**src/rtl/ex_mem_stage_reg.sv**
```systemverilog
// EX/MEM pipeline register: latches EX results, applies stall/flush, keeps NZCV flags,
// flags illegal load+store controls and counts retired instructions.
module ex_mem_stage_reg #(
  parameter int CNT_W = 16
) (
  input  logic             clk,
  input  logic             rst,
  input  logic             freeze,
  input  logic             flush,
  input  logic             in_valid,
  input  logic             wb_en_in,
  input  logic             mem_r_en_in,
  input  logic             mem_w_en_in,
  input  logic             s_in,
  input  logic [31:0]      alu_result_in,
  input  logic [3:0]       alu_status_in,
  input  logic [31:0]      val_rm_in,
  input  logic [3:0]       dest_in,
  output logic             valid_out,
  output logic             wb_en,
  output logic             mem_r_en,
  output logic             mem_w_en,
  output logic [31:0]      alu_result,
  output logic [31:0]      val_rm,
  output logic [3:0]       dest,
  output logic [3:0]       status_reg,
  output logic             carry_out,
  output logic             ctrl_err,
  output logic [CNT_W-1:0] retired_cnt
);

  logic             valid_reg, valid_next;
  logic             wb_en_reg, wb_en_next;
  logic             mem_r_en_reg, mem_r_en_next;
  logic             mem_w_en_reg, mem_w_en_next;
  logic [31:0]      alu_result_reg, alu_result_next;
  logic [31:0]      val_rm_reg, val_rm_next;
  logic [3:0]       dest_reg, dest_next;
  logic [3:0]       status_reg_q, status_next;
  logic             ctrl_err_reg, ctrl_err_next;
  logic [CNT_W-1:0] retired_cnt_reg, retired_cnt_next;
  logic             illegal_ctrl;

  // Load and store together is undefined: retire it as a harmless no-op and flag it.
  assign illegal_ctrl = in_valid & mem_r_en_in & mem_w_en_in;

  always_comb begin
    valid_next       = valid_reg;
    wb_en_next       = wb_en_reg;
    mem_r_en_next    = mem_r_en_reg;
    mem_w_en_next    = mem_w_en_reg;
    alu_result_next  = alu_result_reg;
    val_rm_next      = val_rm_reg;
    dest_next        = dest_reg;
    status_next      = status_reg_q;
    ctrl_err_next    = ctrl_err_reg;
    retired_cnt_next = retired_cnt_reg;
    if (flush) begin
      valid_next      = 1'b0;
      wb_en_next      = 1'b0;
      mem_r_en_next   = 1'b0;
      mem_w_en_next   = 1'b0;
      alu_result_next = '0;
      val_rm_next     = '0;
      dest_next       = '0;
    end else if (!freeze) begin
      valid_next      = in_valid;
      wb_en_next      = in_valid & wb_en_in & ~illegal_ctrl;
      mem_r_en_next   = in_valid & mem_r_en_in & ~illegal_ctrl;
      mem_w_en_next   = in_valid & mem_w_en_in & ~illegal_ctrl;
      alu_result_next = alu_result_in;
      val_rm_next     = val_rm_in;
      dest_next       = dest_in;
      if (in_valid && s_in) status_next = alu_status_in;
      if (illegal_ctrl) ctrl_err_next = 1'b1;
      if (in_valid) retired_cnt_next = retired_cnt_reg + 1'b1;
    end
  end

  always_ff @(posedge clk) begin
    if (rst) begin
      valid_reg       <= 1'b0;
      wb_en_reg       <= 1'b0;
      mem_r_en_reg    <= 1'b0;
      mem_w_en_reg    <= 1'b0;
      alu_result_reg  <= '0;
      val_rm_reg      <= '0;
      dest_reg        <= '0;
      status_reg_q    <= '0;
      ctrl_err_reg    <= 1'b0;
      retired_cnt_reg <= '0;
    end else begin
      valid_reg       <= valid_next;
      wb_en_reg       <= wb_en_next;
      mem_r_en_reg    <= mem_r_en_next;
      mem_w_en_reg    <= mem_w_en_next;
      alu_result_reg  <= alu_result_next;
      val_rm_reg      <= val_rm_next;
      dest_reg        <= dest_next;
      status_reg_q    <= status_next;
      ctrl_err_reg    <= ctrl_err_next;
      retired_cnt_reg <= retired_cnt_next;
    end
  end

  assign valid_out   = valid_reg;
  assign wb_en       = wb_en_reg;
  assign mem_r_en    = mem_r_en_reg;
  assign mem_w_en    = mem_w_en_reg;
  assign alu_result  = alu_result_reg;
  assign val_rm      = val_rm_reg;
  assign dest        = dest_reg;
  assign status_reg  = status_reg_q;
  // Carry feeds straight back to the ALU so a flag update is seen the next cycle.
  assign carry_out   = status_reg_q[1];
  assign ctrl_err    = ctrl_err_reg;
  assign retired_cnt = retired_cnt_reg;

endmodule

```
**config.mk**
```make
export PLATFORM = sky130hd
export DESIGN_NAME = ex_mem_stage_reg
export DESIGN_NICKNAME = d
export VERILOG_FILES = /design/src/rtl/ex_mem_stage_reg.sv
export SDC_FILE = /design/constraint.sdc
export NUM_CORES = 1
export LEC_CHECK = 0
export ABC_AREA = 1
export CORE_UTILIZATION = 36
export CTS_CLUSTER_DIAMETER = 100
export CTS_CLUSTER_SIZE = 40
export DETAILED_ROUTE_END_ITERATION = 12
export PLACE_DENSITY_LB_ADDON = 0.08
export SYNTH_ARGS = -nofsm -noshare
export SYNTH_HDL_FRONTEND = slang
export SYNTH_SLANG_ARGS = --single-unit
export TNS_END_PERCENT = 100
```
**constraint.sdc**
```tcl
create_clock -name clk -period 1.1 [get_ports clk]
set_input_delay 0.165 -clock clk [delete_from_list [all_inputs] [get_ports clk]]
set_output_delay 0.165 -clock clk [all_outputs]
set_load 0.01 [all_outputs]
```
## Word-level counts from Yosys, hierarchy flattened

Index checks and enable logic that the tools add are counted.
Widths: inputs -> output; s select.

- Bits in registers: 93
- Latch bits: 0
- Memory bits (writable): 0
- ROM bits: 0
- Output and inout port bits: 94
- Memories kept: 0

- $add $sub $neg: 1
- $mul: 0
- Div/mod/pow operators: 0
- Order comparisons: 0
- Equal/unequal tests: 0
- Shift-type cells: 0
- Muxes and demuxes: 0
- Bitwise gates (word level): 10
- Reductions and logical operators: 5

Operators with widths:

| operator | count |
|---|---|
| $add 16x1->16 const B | 1 |
| $reduce_and 3->1 | 3 |
| $and 1x1->1 | 7 |
| $not 1->1 | 3 |
| $reduce_or 2->1 | 1 |
| $logic_and 1x1->1 | 1 |

## Logic depth before layout (Yosys ltp)

Gate-level depths: netlist (run 1).

- Word-level depth: 4
- Depth in mapped cells: 8

## Worst setup path after synthesis (run 1)

OpenSTA, ideal clock, no wires.

- Path type: flip-flop to flip-flop
- From: reg retired_cnt_reg[0] (netlist: retired_cnt[0])
- To: reg retired_cnt_reg[12] (netlist: retired_cnt[12])
- Library setup time: 0.113 ns
- Arrival: 1.154 ns
- Required time: 0.987 ns
- Slack: -0.167 ns
- Stages on the path, launching flop included: 7
- Path buffers: 0
- Period minus slack after synthesis: 1.267 ns
- Cell sequence: dfxtp_1 -> ha_1 -> nand3_1 -> nor2_4 -> nand4_1 -> nor2_1 -> nor2_1

- Longest elaborated chain between the ends: 1

RTL lines:

| what | line | source |
|---|---|---|
| start, declared | 41 | `logic [CNT_W-1:0] retired_cnt_reg, retired_cnt_next;` |
| start signal, assigned | 102 | `retired_cnt_reg <= retired_cnt_next;` |
| $add 16x1->16 | 76 | `if (in_valid) retired_cnt_next = retired_cnt_reg + 1'b1;` |

Every way passes these cells.
A chain may end at the register's enable or synchronous reset.

## Worst setup path in the final report (run 1)

- From: reg retired_cnt_reg[0] (netlist: retired_cnt[0])
- To: reg retired_cnt_reg[10] (netlist: retired_cnt[10])

Same word-level chain as after synthesis.

==> results of run 1 <==
## cells in the final DEF (no fill, tap or decap), types with 2 or more instances in the layout
cell type,synthesis,layout
sky130_fd_sc_hd__nor3_1,2,2
sky130_fd_sc_hd__bufinv_16,0,2
sky130_fd_sc_hd__inv_1,15,10
sky130_fd_sc_hd__buf_6,1,2
sky130_fd_sc_hd__dfxtp_1,93,18
sky130_fd_sc_hd__dfxtp_4,0,6
sky130_fd_sc_hd__nand2_1,172,169
sky130_fd_sc_hd__nor2_4,2,6
sky130_fd_sc_hd__nor2_1,39,36
sky130_fd_sc_hd__clkbuf_8,0,10
sky130_fd_sc_hd__buf_12,0,4
sky130_fd_sc_hd__dfxtp_2,0,69
sky130_fd_sc_hd__clkinv_2,0,2
sky130_fd_sc_hd__clkdlybuf4s50_1,0,77
sky130_fd_sc_hd__inv_2,2,6
sky130_fd_sc_hd__clkbuf_2,0,2
sky130_fd_sc_hd__nor2_2,3,3
sky130_fd_sc_hd__nand3_1,11,8
sky130_fd_sc_hd__o21ai_0,8,8
sky130_fd_sc_hd__nand3_2,2,4
sky130_fd_sc_hd__clkinvlp_4,0,2
sky130_fd_sc_hd__nand2_2,2,4
sky130_fd_sc_hd__buf_4,1,46
sky130_fd_sc_hd__a21oi_1,79,79
sky130_fd_sc_hd__buf_2,11,91
sky130_fd_sc_hd__nand4_1,4,4
## per-stage QoR
stage | util | instances | area (um^2) | setup WS [ns]
4_1_cts | 0.6321 | 795 | 5896 | -0.09169
6_report | 0.6074 | 811 | 5665 | -0.1267
2_1_floorplan | - | 465 | 3513 | -0.04058
3_5_place_dp | 0.5948 | 772 | 5548 | -0.4221
3_3_place_gp | 0.5948 | 772 | 5548 | -0.3656
5_1_grt | 0.6074 | 811 | 5665 | -0.2197
## final cells by class
type,instances,area share
repair buffers,225,0.3030
flip-flops and latches,93,0.3478
inverters,18,0.01281
multi-input cells,330,0.2686
clock inverters,5,0.01436
well taps,129,0.02849
clock buffers,11,0.02496
## cell families after synthesis
| logic type | after synthesis | share of synthesized area |
|---|---|---|
| buffers and inverters | 43 | 0.05350 |
| adder cells (fa/ha/maj) | 1 | 0.003590 |
| AND/OR/NAND/NOR | 239 | 0.2801 |
| AO/OA/AOI/OAI | 89 | 0.1285 |
| flip-flops | 93 | 0.5343 |
## worst min-delay path by stage
stage | startpoint | end | cells past startpoint
floorplan | rst | retired_cnt[6] | 1
global placement | alu_result[6] | alu_result[6] | 2
detailed placement | val_rm[26] | val_rm[26] | 2
CTS | freeze | valid_out | 4
global route | freeze | wb_en | 4
finish | freeze | dest[3] | 4
## power by group
group,leakage [nW],internal [mW],switching [mW],total (mW)
registers,0.793,3.45,0.0460,3.50
clock network,0.110,1.35,1.21,2.56
logic,1.62,0.452,0.373,0.826
total,2.52,5.26,1.63,6.88
## worst min-delay path, delay by kind of cell
kind                   cells  cell delay, ns
AND/OR/NAND/NOR            1            0.06
AO/OA/AOI/OAI              1            0.05
buffers and inverters      2            0.30
## layer usage
layer	share of wire	vias to the layer above
met5	0	-
met4	0.019	0
met3	0.084	17
met2	0.49	113
met1	0.41	1688
li1	-	1911
## timing repair
action	CTS	global route
cloned	1	0
setup endpoints to repair	112	93
setup buffers	6	16
pin swaps	6	12
gates resized for setup	355	117
hold buffers	0	0
==> impl_metrics.prom, run 1 <==
# TYPE chip_impl_metric gauge
chip_impl_info{name="run_status",value="finished, violations left"} 1
chip_impl_info{name="failed_checks",value="setup timing"} 1
chip_impl_metric{name="clkSlewWorstSetupHoldPaths",unit="ns"} 0.09
chip_impl_metric{name="power-per-cell-area",unit="nW/um^2"} 1215
chip_impl_metric{name="worst_hold_slack",unit="ns"} 0.2622
chip_impl_metric{name="diodes",unit=""} 0
chip_impl_info{name="synth_area_leaders",value="sky130_fd_sc_hd__dfxtp_1 (53%), sky130_fd_sc_hd__nand2_1 (19%), sky130_fd_sc_hd__a21oi_1 (11%), sky130_fd_sc_hd__nor2_1 (4.2%), sky130_fd_sc_hd__inv_1 (1.6%)"} 1
chip_impl_info{name="rsz_0062_raised_after_global_routing",value="yes"} 1
chip_impl_metric{name="drc_errors",unit=""} 0
chip_impl_info{name="global_route.peak_usage_layer",value="met2"} 1
chip_impl_info{name="synth.largest_area_cell",value="sky130_fd_sc_hd__dfxtp_1"} 1
chip_impl_info{name="crit_chain",value="ha_4, nand3_4, nor2_4, buf_4, nand3_2, nor2_1, nor2_1"} 1
chip_impl_metric{name="final.setup.worst_slack",unit="ns"} -0.1267
chip_impl_info{name="root_buffer",value="sky130_fd_sc_hd__clkbuf_8"} 1
chip_impl_info{name="synth_top_cells_by_count",value="sky130_fd_sc_hd__nand2_1 (172), sky130_fd_sc_hd__dfxtp_1 (93), sky130_fd_sc_hd__a21oi_1 (79)"} 1
chip_impl_info{name="hold_class",value="input port to flip-flop"} 1
chip_impl_metric{name="maxCapViolations",unit=""} 0
chip_impl_metric{name="grtUsageMet2",unit=""} 0.3340
chip_impl_metric{name="clock_sinks",unit=""} 93
chip_impl_info{name="timing_worst_setup_path_type",value="flip-flop to flip-flop"} 1
chip_impl_info{name="tritoncts",value="built"} 1
chip_impl_metric{name="via_count",unit=""} 3729
chip_impl_metric{name="htree_num_levels",unit=""} 3
chip_impl_metric{name="number_of_enable_flip_flop_cells_after_synthesis",unit=""} 0
chip_impl_metric{name="final_layout_size_suffix_gt1_frac",unit=""} 0.3900
chip_impl_info{name="regToRegEndpoint",value="retired_cnt[10]"} 1
chip_impl_metric{name="grt.met3_usage",unit=""} 0.08008
chip_impl_metric{name="clock_skew",unit="ns"} 0.01254
chip_impl_metric{name="register_bit_total_from_synthesis",unit=""} 93
chip_impl_metric{name="final_min_period_over_clock_period",unit=""} 1.115
chip_impl_metric{name="fp.coreArea",unit="um^2"} 9328
chip_impl_metric{name="regArea",unit="um^2"} 1971
chip_impl_metric{name="ys_types",unit=""} 25
chip_impl_info{name="critPathCapture",value="retired_cnt[10]"} 1
chip_impl_metric{name="hold_viol_final",unit=""} 0
chip_impl_metric{name="critical_path_peak_fanout",unit=""} 5
chip_impl_metric{name="area_growth_syn_to_layout",unit="%"} 62.59
chip_impl_info{name="critical_path.startpoint",value="retired_cnt[0]"} 1
chip_impl_metric{name="cp.arrival",unit="ns"} 1.48
chip_impl_metric{name="grt_use_met1",unit=""} 0.2349
chip_impl_metric{name="async_s_r_ff_share_synth",unit=""} 0
chip_impl_metric{name="dr.pass1.iters",unit=""} 5
chip_impl_metric{name="number_of_antenna_violations_at_the_first_check_in_global_routing",unit=""} 0
chip_impl_metric{name="drt_first_iter_violations",unit=""} 129
chip_impl_info{name="critical-path-top-delay-family",value="simple AND/OR/NAND/NOR gates"} 1
chip_impl_metric{name="timing.slew.headroom",unit=""} 0.5625
chip_impl_metric{name="fp-row-count",unit=""} 35
chip_impl_metric{name="detail_route.wirelength",unit="um"} 10370
chip_impl_metric{name="yosysWarningCount",unit=""} 0
chip_impl_metric{name="cp_data_required_time",unit="ns"} 1.35
chip_impl_metric{name="die_height",unit="um"} 100.4
chip_impl_metric{name="longest_individual_stage_delay_on_the_worst_path",unit="ns"} 0.39
chip_impl_metric{name="max_freq",unit="GHz"} 0.8152
chip_impl_metric{name="multi_input_comb_area",unit="um^2"} 1521
chip_impl_metric{name="drt-wirelength-per-cell",unit="um"} 12.78
chip_impl_metric{name="start_util",unit=""} 0.3736
chip_impl_metric{name="finish.net_count",unit=""} 759
chip_impl_metric{name="max_slew.worst_pin.slew",unit="ns"} 0.6563
chip_impl_metric{name="synth_top_cell_area_share",unit=""} 0.5343
chip_impl_metric{name="clk_path_buf_depth",unit=""} 2
chip_impl_metric{name="overall_global_routing_usage",unit=""} 0.2018
chip_impl_info{name="critical_path.endpoint_type",value="flip-flop"} 1
chip_impl_metric{name="count_of_final_setup_violators",unit=""} 11
chip_impl_metric{name="timing.reg2reg.setup_slack",unit="ns"} -0.13
chip_impl_metric{name="place_congestion",unit=""} 0.7934
chip_impl_metric{name="fin_tns_setup",unit="ns"} -0.6069
chip_impl_info{name="critPathSlowestCell",value="sky130_fd_sc_hd__dfxtp_4"} 1
chip_impl_metric{name="fin_crit",unit="ns"} 1.227
chip_impl_metric{name="floorplan.die_area",unit="um^2"} 10080
chip_impl_metric{name="leakagePower",unit="nW"} 2.525
chip_impl_metric{name="critical_path_cell_count",unit=""} 7
chip_impl_info{name="rr_startpoint",value="retired_cnt[0]"} 1
chip_impl_metric{name="dp.final_hpwl",unit="um"} 7042
chip_impl_metric{name="chipWidth",unit="um"} 100.4
chip_impl_metric{name="place.port_buffers",unit=""} 174
chip_impl_metric{name="seq_area_frac_synth",unit=""} 0.5343
chip_impl_metric{name="clk_latency",unit="ns"} 0.36
chip_impl_metric{name="avgViaCountPerCell",unit=""} 4.598
chip_impl_info{name="ys_dominant_reg_cell",value="sky130_fd_sc_hd__dfxtp_1"} 1
chip_impl_metric{name="syn_inst",unit=""} 465
chip_impl_metric{name="detail-route-antenna-nets",unit=""} 0
chip_impl_info{name="synth_most_common_cell",value="sky130_fd_sc_hd__nand2_1"} 1
chip_impl_info{name="worst_setup_path_start_kind",value="flip-flop"} 1
chip_impl_metric{name="fin_total_pwr",unit="mW"} 6.883
chip_impl_metric{name="r2r_depth",unit=""} 7
chip_impl_metric{name="grt_pass1_vias",unit=""} 3591
chip_impl_metric{name="number_of_buffer_and_inverter_instances_along_the_worst_setup_path",unit=""} 1
chip_impl_metric{name="timing.final.max_slew_violations",unit=""} 0
chip_impl_metric{name="first_pass_grt_wire_length",unit="um"} 16190
chip_impl_metric{name="mappedNetlistNets",unit=""} 547
chip_impl_metric{name="post_synth_instance_area",unit="um^2"} 3485
chip_impl_metric{name="grt-ovfl-total",unit=""} 0
chip_impl_metric{name="n_fill_cell",unit=""} 891
chip_impl_info{name="cp_common_cell",value="sky130_fd_sc_hd__nor2_1"} 1
chip_impl_metric{name="vdd_drop_max",unit="V"} 0.0006439
chip_impl_metric{name="tritoncts.num_buffers",unit=""} 9
chip_impl_metric{name="grt_start_max_net_pins",unit=""} 66
chip_impl_metric{name="num_io_pins",unit=""} 175
chip_impl_metric{name="syn-mean-instance-area",unit="um^2"} 7.494
Power figures use the tool's default switching activity.
==> run 2: changes to the inputs <==
PLACE_DENSITY = 0.76   (was not set)
PLACE_DENSITY_LB_ADDON = not set   (was 0.08)
==> impl_metrics.prom, run 2 (same netlist as run 1, synthesis figures left out) <==
# TYPE chip_impl_metric gauge
chip_impl_metric{name="drt_first_iter_violations",unit=""} 105
chip_impl_info{name="failed_checks",value="setup timing"} 1
chip_impl_metric{name="clk_path_buf_depth",unit=""} 2
chip_impl_info{name="hold_class",value="input port to flip-flop"} 1
chip_impl_metric{name="place_congestion",unit=""} 0.8604
chip_impl_metric{name="fp-row-count",unit=""} 35
chip_impl_metric{name="r2r_depth",unit=""} 7
chip_impl_info{name="timing_worst_setup_path_type",value="flip-flop to flip-flop"} 1
chip_impl_metric{name="floorplan.die_area",unit="um^2"} 10080
chip_impl_metric{name="power_frac_clock",unit=""} 0.367
chip_impl_info{name="critical_path.endpoint_type",value="flip-flop"} 1
chip_impl_info{name="global_route.peak_usage_layer",value="met2"} 1
chip_impl_metric{name="grt_use_met1",unit=""} 0.2313
chip_impl_metric{name="diodes",unit=""} 0
chip_impl_metric{name="total_switching_power",unit="mW"} 1.612
chip_impl_info{name="layout.cells.most_common",value="sky130_fd_sc_hd__nand2_1"} 1
chip_impl_metric{name="avgViaCountPerCell",unit=""} 4.709
chip_impl_metric{name="num_io_pins",unit=""} 175
chip_impl_metric{name="hold-path-cell-count",unit=""} 4
chip_impl_metric{name="hold_viol_final",unit=""} 0
chip_impl_info{name="rsz_0062_raised_after_global_routing",value="yes"} 1
chip_impl_metric{name="cts_hold_fix_bufs",unit=""} 0
chip_impl_metric{name="start_util",unit=""} 0.3736
chip_impl_metric{name="fp.coreArea",unit="um^2"} 9328
chip_impl_metric{name="clk_latency",unit="ns"} 0.35
chip_impl_metric{name="count_of_final_setup_violators",unit=""} 11
chip_impl_metric{name="max_slew.worst_pin.slew",unit="ns"} 0.3159
chip_impl_metric{name="grt_start_max_net_pins",unit=""} 44
chip_impl_metric{name="power-per-cell-area",unit="nW/um^2"} 1205
chip_impl_metric{name="multi_input_comb_area",unit="um^2"} 1510
chip_impl_metric{name="finish.net_count",unit=""} 752
chip_impl_info{name="root_buffer",value="sky130_fd_sc_hd__clkbuf_8"} 1
chip_impl_metric{name="worst_hold_slack",unit="ns"} 0.2973
chip_impl_metric{name="grtUsageMet2",unit=""} 0.3614
chip_impl_metric{name="dr.pass1.iters",unit=""} 4
chip_impl_metric{name="p_int",unit="mW"} 5.277
chip_impl_info{name="tritoncts",value="built"} 1
chip_impl_metric{name="final.setup.worst_slack",unit="ns"} -0.09587
chip_impl_metric{name="fin_tns_setup",unit="ns"} -0.4102
chip_impl_metric{name="share_seq_of_total_power",unit=""} 0.508
chip_impl_metric{name="fin_crit",unit="ns"} 1.196
chip_impl_metric{name="final_layout_size_suffix_gt1_frac",unit=""} 0.3689
chip_impl_metric{name="clkSlewWorstSetupHoldPaths",unit="ns"} 0.09
chip_impl_metric{name="die_height",unit="um"} 100.4
chip_impl_metric{name="drc_errors",unit=""} 0
chip_impl_metric{name="first_pass_grt_wire_length",unit="um"} 16770
chip_impl_metric{name="area_growth_syn_to_layout",unit="%"} 64.02
chip_impl_metric{name="tritoncts.num_buffers",unit=""} 9
chip_impl_metric{name="clock_sinks",unit=""} 93
chip_impl_metric{name="timing.reg2reg.setup_slack",unit="ns"} -0.1
chip_impl_metric{name="maxCapViolations",unit=""} 0
chip_impl_metric{name="vdd_drop_max",unit="V"} 0.0005865
chip_impl_metric{name="number_of_antenna_violations_at_the_first_check_in_global_routing",unit=""} 0
chip_impl_metric{name="n_fill_cell",unit=""} 849
chip_impl_metric{name="critical_path_peak_fanout",unit=""} 6
chip_impl_metric{name="switching_share",unit=""} 0.2340
chip_impl_metric{name="combinational_share_of_power",unit=""} 0.125
chip_impl_metric{name="detail_route.wirelength",unit="um"} 10620
chip_impl_metric{name="regArea",unit="um^2"} 1967
chip_impl_metric{name="leakagePower",unit="nW"} 2.489
chip_impl_metric{name="pre_cts_ws",unit="ns"} -0.4437
chip_impl_metric{name="via_count",unit=""} 3786
chip_impl_metric{name="detail-route-antenna-nets",unit=""} 0
chip_impl_metric{name="cp.arrival",unit="ns"} 1.48
chip_impl_info{name="worst_setup_path_start_kind",value="flip-flop"} 1
chip_impl_metric{name="final_min_period_over_clock_period",unit=""} 1.087
chip_impl_metric{name="grt-ovfl-total",unit=""} 0
chip_impl_metric{name="grt.met3_usage",unit=""} 0.07033
chip_impl_metric{name="htree_num_levels",unit=""} 3
chip_impl_metric{name="overall_global_routing_usage",unit=""} 0.2085
chip_impl_metric{name="drt-wirelength-per-cell",unit="um"} 13.21
chip_impl_metric{name="grt_pass1_vias",unit=""} 3686
chip_impl_metric{name="timing.slew.headroom",unit=""} 0.7894
chip_impl_metric{name="dp.final_hpwl",unit="um"} 7475
chip_impl_metric{name="cp_data_required_time",unit="ns"} 1.39
chip_impl_metric{name="finish.utilization",unit=""} 0.6127
chip_impl_metric{name="place.port_buffers",unit=""} 174
chip_impl_metric{name="max_freq",unit="GHz"} 0.8362
chip_impl_info{name="run_status",value="finished, violations left"} 1
chip_impl_metric{name="timing.final.max_slew_violations",unit=""} 0
chip_impl_metric{name="chipWidth",unit="um"} 100.4
chip_impl_info{name="highest_count_cells_in_the_layout_ignoring_fill_and_taps",value="sky130_fd_sc_hd__nand2_1 (170), sky130_fd_sc_hd__a21oi_1 (79), sky130_fd_sc_hd__clkdlybuf4s50_1 (77), sky130_fd_sc_hd__buf_2 (73), sky130_fd_sc_hd__dfxtp_2 (63)"} 1
chip_impl_metric{name="clock_skew",unit="ns"} 0.01090
==> run 2: changes by cell type in the layout (fill, tap and decap cells not counted), moves of 2 or more <==
| cell | before | now |
|---|---|---|
| sky130_fd_sc_hd__inv_1 | 10 | 13 |
| sky130_fd_sc_hd__inv_2 | 6 | 4 |
| sky130_fd_sc_hd__buf_2 | 91 | 73 |
| sky130_fd_sc_hd__buf_4 | 46 | 40 |
| sky130_fd_sc_hd__nand2_2 | 4 | 2 |
| sky130_fd_sc_hd__clkinv_2 | 2 | 0 |
| sky130_fd_sc_hd__clkdlybuf4s15_2 | 1 | 18 |
| sky130_fd_sc_hd__dfxtp_1 | 18 | 23 |
| sky130_fd_sc_hd__dfxtp_2 | 69 | 63 |
==> run 2: metrics by stage <==
stage | power, mW | area (um^2) | instances
2_1_floorplan | 3.887 | 3513 | 465
4_1_cts | 6.972 | 5871 | 795
3_5_place_dp | 4.488 | 5560 | 772
6_report | 6.889 | 5715 | 804
3_3_place_gp | 4.473 | 5560 | 772
5_1_grt | 7.188 | 5715 | 804
==> run 2: final timing paths <==
check / from / endpoint
setup reg to reg: retired_cnt[0] / retired_cnt[12]
setup / recovery: retired_cnt[0] / retired_cnt[12]
hold reg to reg: alu_result[6] / alu_result[6]
hold / removal: flush / ctrl_err
==> run 2: critical path: stages, from the launching register on <==
cell                      delay (ns)
sky130_fd_sc_hd__dfxtp_4        0.38
sky130_fd_sc_hd__ha_4           0.15
sky130_fd_sc_hd__nand3_4        0.08
sky130_fd_sc_hd__nor2_4         0.17
sky130_fd_sc_hd__nand4_1        0.14
sky130_fd_sc_hd__nand2_1        0.09
sky130_fd_sc_hd__nand2_1        0.05
sky130_fd_sc_hd__nor2_1         0.08
==> run 2: power by group through the flow <==
| stage | sequential [mW] | combinational [mW] | clock [mW] |
|---|---|---|---|
| after global placement | 3.58 | 0.896 | 0 |
| after floorplan | 3.62 | 0.264 | 0 |
| final | 3.50 | 0.859 | 2.53 |
| after CTS | 3.50 | 0.879 | 2.60 |
| after detailed placement | 3.58 | 0.906 | 0 |
| after global routing | 3.51 | 0.936 | 2.74 |
==> run 2: repair_timing <==
item / CTS / global route
pin swaps: 11 / 7
setup endpoints to repair: 110 / 82
resized for setup: 367 / 79
setup buffers: 7 / 9
==> run 2: final cells by class <==
class,count,area share
Clock buffer,11,0.02474
Clock inverter,5,0.01467
Inverter,18,0.01226
Multi-Input combinational cell,329,0.2642
Sequential cell,93,0.3441
Tap cell,129,0.02824
Timing Repair Buffer,219,0.3117
==> run 2: layer usage <==
| layer | part of all wire | wire length, um | vias to the layer above |
|---|---|---|---|
| li1 | - | - | 1889 |
| met1 | 0.40 | 4210 | 1726 |
| met3 | 0.086 | 908 | 22 |
| met2 | 0.49 | 5230 | 149 |
| met4 | 0.025 | 269 | 0 |
| met5 | 0 | 0 | - |
==> run 3: changes to the inputs <==
CORE_UTILIZATION = 50   (was 36)
DONT_BUFFER_PORTS = 1   (was not set)
PLACE_DENSITY = 0.68   (was 0.76)
==> impl_metrics.prom, run 3 (same netlist as run 1, synthesis figures left out) <==
# TYPE chip_impl_metric gauge
chip_impl_info{name="rsz_0062_raised_after_global_routing",value="yes"} 1
chip_impl_metric{name="grt_start_max_net_pins",unit=""} 75
chip_impl_metric{name="max_slew.worst_pin.slew",unit="ns"} 0.3955
chip_impl_metric{name="place.port_buffers",unit=""} 0
chip_impl_metric{name="detailed_place.area",unit="um^2"} 3722
chip_impl_metric{name="maxCapViolations",unit=""} 0
chip_impl_metric{name="via_count",unit=""} 3354
chip_impl_metric{name="final_min_period_over_clock_period",unit=""} 1.063
chip_impl_info{name="global_route.peak_usage_layer",value="met2"} 1
chip_impl_metric{name="dp.final_hpwl",unit="um"} 5465
chip_impl_metric{name="fin_tns_setup",unit="ns"} -0.1922
chip_impl_info{name="worst_setup_path_start_kind",value="flip-flop"} 1
chip_impl_metric{name="detail-route-antenna-nets",unit=""} 0
chip_impl_metric{name="finish.instance_area",unit="um^2"} 4631
chip_impl_metric{name="n_fill_cell",unit=""} 531
chip_impl_metric{name="critical_path_peak_fanout",unit=""} 6
chip_impl_info{name="failed_checks",value="hold timing, setup timing"} 1
chip_impl_metric{name="hold-path-cell-count",unit=""} 2
chip_impl_metric{name="final.setup.worst_slack",unit="ns"} -0.06943
chip_impl_metric{name="count_of_final_setup_violators",unit=""} 5
chip_impl_metric{name="r2r_depth",unit=""} 7
chip_impl_metric{name="fp-row-count",unit=""} 30
chip_impl_info{name="min_delay_worst_endpoint",value="dest[1]"} 1
chip_impl_info{name="root_buffer",value="sky130_fd_sc_hd__clkbuf_8"} 1
chip_impl_metric{name="diodes",unit=""} 0
chip_impl_metric{name="vdd_drop_max",unit="V"} 0.0009201
chip_impl_info{name="highest_count_cells_in_the_layout_ignoring_fill_and_taps",value="sky130_fd_sc_hd__nand2_1 (171), sky130_fd_sc_hd__dfxtp_1 (80), sky130_fd_sc_hd__a21oi_1 (79), sky130_fd_sc_hd__dlygate4sd3_1 (66), sky130_fd_sc_hd__nor2_1 (36)"} 1
chip_impl_metric{name="grt_pass1_vias",unit=""} 3107
chip_impl_metric{name="finish.utilization",unit=""} 0.6854
chip_impl_metric{name="avgViaCountPerCell",unit=""} 5.315
chip_impl_metric{name="drt_first_iter_violations",unit=""} 128
chip_impl_metric{name="clk_latency",unit="ns"} 0.35
chip_impl_info{name="run_status",value="finished, violations left"} 1
chip_impl_metric{name="fin_crit",unit="ns"} 1.169
chip_impl_info{name="tritoncts",value="built"} 1
chip_impl_metric{name="timing.slew.headroom",unit=""} 0.7364
chip_impl_metric{name="start_util",unit=""} 0.5157
chip_impl_info{name="min_from",value="freeze"} 1
chip_impl_metric{name="fp.coreArea",unit="um^2"} 6756
chip_impl_metric{name="worst_hold_slack",unit="ns"} -0.06270
chip_impl_metric{name="post-place-cells",unit=""} 547
chip_impl_metric{name="grt.met3_usage",unit=""} 0.06809
chip_impl_metric{name="final_layout_size_suffix_gt1_frac",unit=""} 0.1379
chip_impl_metric{name="fin_cells",unit=""} 631
chip_impl_metric{name="clk_path_buf_depth",unit=""} 2
chip_impl_metric{name="timing.final.max_slew_violations",unit=""} 0
chip_impl_metric{name="die_height",unit="um"} 85.48
chip_impl_info{name="layout.cells.most_common",value="sky130_fd_sc_hd__nand2_1"} 1
chip_impl_metric{name="tritoncts.num_buffers",unit=""} 9
chip_impl_info{name="regToRegEndpoint",value="retired_cnt[14]"} 1
chip_impl_metric{name="dr.pass1.iters",unit=""} 4
chip_impl_metric{name="hold_viol_final",unit=""} 67
chip_impl_metric{name="place_congestion",unit=""} 0.8043
chip_impl_info{name="timing_worst_setup_path_type",value="flip-flop to flip-flop"} 1
chip_impl_metric{name="finish.net_count",unit=""} 628
chip_impl_info{name="critical_path.endpoint_type",value="flip-flop"} 1
chip_impl_metric{name="power-per-cell-area",unit="nW/um^2"} 1336
chip_impl_metric{name="number_of_antenna_violations_at_the_first_check_in_global_routing",unit=""} 0
chip_impl_metric{name="clkSlewWorstSetupHoldPaths",unit="ns"} 0.10
chip_impl_metric{name="num_io_pins",unit=""} 175
chip_impl_metric{name="clock_sinks",unit=""} 93
chip_impl_metric{name="area_growth_syn_to_layout",unit="%"} 32.89
chip_impl_metric{name="floorplan.die_area",unit="um^2"} 7307
chip_impl_metric{name="first_pass_grt_wire_length",unit="um"} 13790
chip_impl_metric{name="drc_errors",unit=""} 0
chip_impl_metric{name="max_freq",unit="GHz"} 0.8551
chip_impl_metric{name="leakagePower",unit="nW"} 1.804
chip_impl_metric{name="grt-ovfl-total",unit=""} 0
chip_impl_metric{name="grt_use_met1",unit=""} 0.2688
chip_impl_metric{name="grtUsageMet2",unit=""} 0.4051
chip_impl_metric{name="htree_num_levels",unit=""} 3
chip_impl_metric{name="cp_data_required_time",unit="ns"} 1.40
chip_impl_metric{name="cp.arrival",unit="ns"} 1.46
chip_impl_metric{name="chipWidth",unit="um"} 85.48
chip_impl_metric{name="drt-wirelength-per-cell",unit="um"} 14.44
chip_impl_info{name="hold_class",value="input port to flip-flop"} 1
chip_impl_info{name="rr_startpoint",value="retired_cnt[0]"} 1
chip_impl_metric{name="detail_route.wirelength",unit="um"} 9111
chip_impl_metric{name="clock_skew",unit="ns"} 0.007084
chip_impl_metric{name="overall_global_routing_usage",unit=""} 0.2393
chip_impl_metric{name="timing.reg2reg.setup_slack",unit="ns"} -0.07
-- run 3: through the flow --
stage          setup slack, ns  power, mW
2_1_floorplan         -0.04058      3.887
3_3_place_gp          -0.06218      3.927
3_5_place_dp          -0.08116      3.940
4_1_cts               -0.06392      6.195
5_1_grt                -0.1529      6.463
6_report              -0.06943      6.189
-- run 3: routing by layer --
metal	vias to the layer above	wire, um
met5	-	0
met3	37	638
met4	0	303
met2	152	4568
met1	1520	3600
li1	1645	-
-- run 3: worst max path at each step --
stage / startpoint / to / cells after the start
2_1_floorplan: retired_cnt[0] / retired_cnt[12] / 6
3_3_place_gp: retired_cnt[0] / retired_cnt[12] / 6
3_5_place_dp: retired_cnt[0] / retired_cnt[14] / 6
4_1_cts: retired_cnt[0] / retired_cnt[14] / 6
5_1_grt: retired_cnt[0] / retired_cnt[12] / 7
6_report: retired_cnt[0] / retired_cnt[14] / 7
-- run 3: power breakdown --
| group | switching (mW) | total (mW) | internal, mW | leakage, nW |
|---|---|---|---|---|
| clock | 1.21 | 2.12 | 0.909 | 0.0905 |
| sequential | 0.110 | 3.56 | 3.45 | 0.763 |
| combinational | 0.236 | 0.508 | 0.273 | 0.951 |
-- run 3: layout make-up --
cell class / count / area [um^2] / share of cell area
flip-flops and latches: 93 / 1883 / 0.4066
multi-input cells: 329 / 1486 / 0.3210
repair buffers: 95 / 908.4 / 0.1962
clock buffers: 11 / 141.4 / 0.03053
well taps: 80 / 100.1 / 0.02162
inverters: 18 / 68.82 / 0.01486
clock inverters: 5 / 42.54 / 0.009187
-- run 3: timing repair --
action | in CTS | in global routing
setup buffers | 1 | 0
pin swaps | 5 | 7
hold buffers | 54 | 13
hold endpoints to repair | 80 | 71
setup endpoints to repair | 14 | 68
gates resized for setup | 11 | 7
-- run 3: worst max-delay path: stages (launching register included) --
cell	delay, ns
sky130_fd_sc_hd__dfxtp_4	0.38
sky130_fd_sc_hd__ha_4	0.15
sky130_fd_sc_hd__nand3_4	0.08
sky130_fd_sc_hd__nor2_4	0.15
sky130_fd_sc_hd__nand4_1	0.13
sky130_fd_sc_hd__nand2_1	0.09
sky130_fd_sc_hd__nand2_1	0.05
sky130_fd_sc_hd__nor2_1	0.07
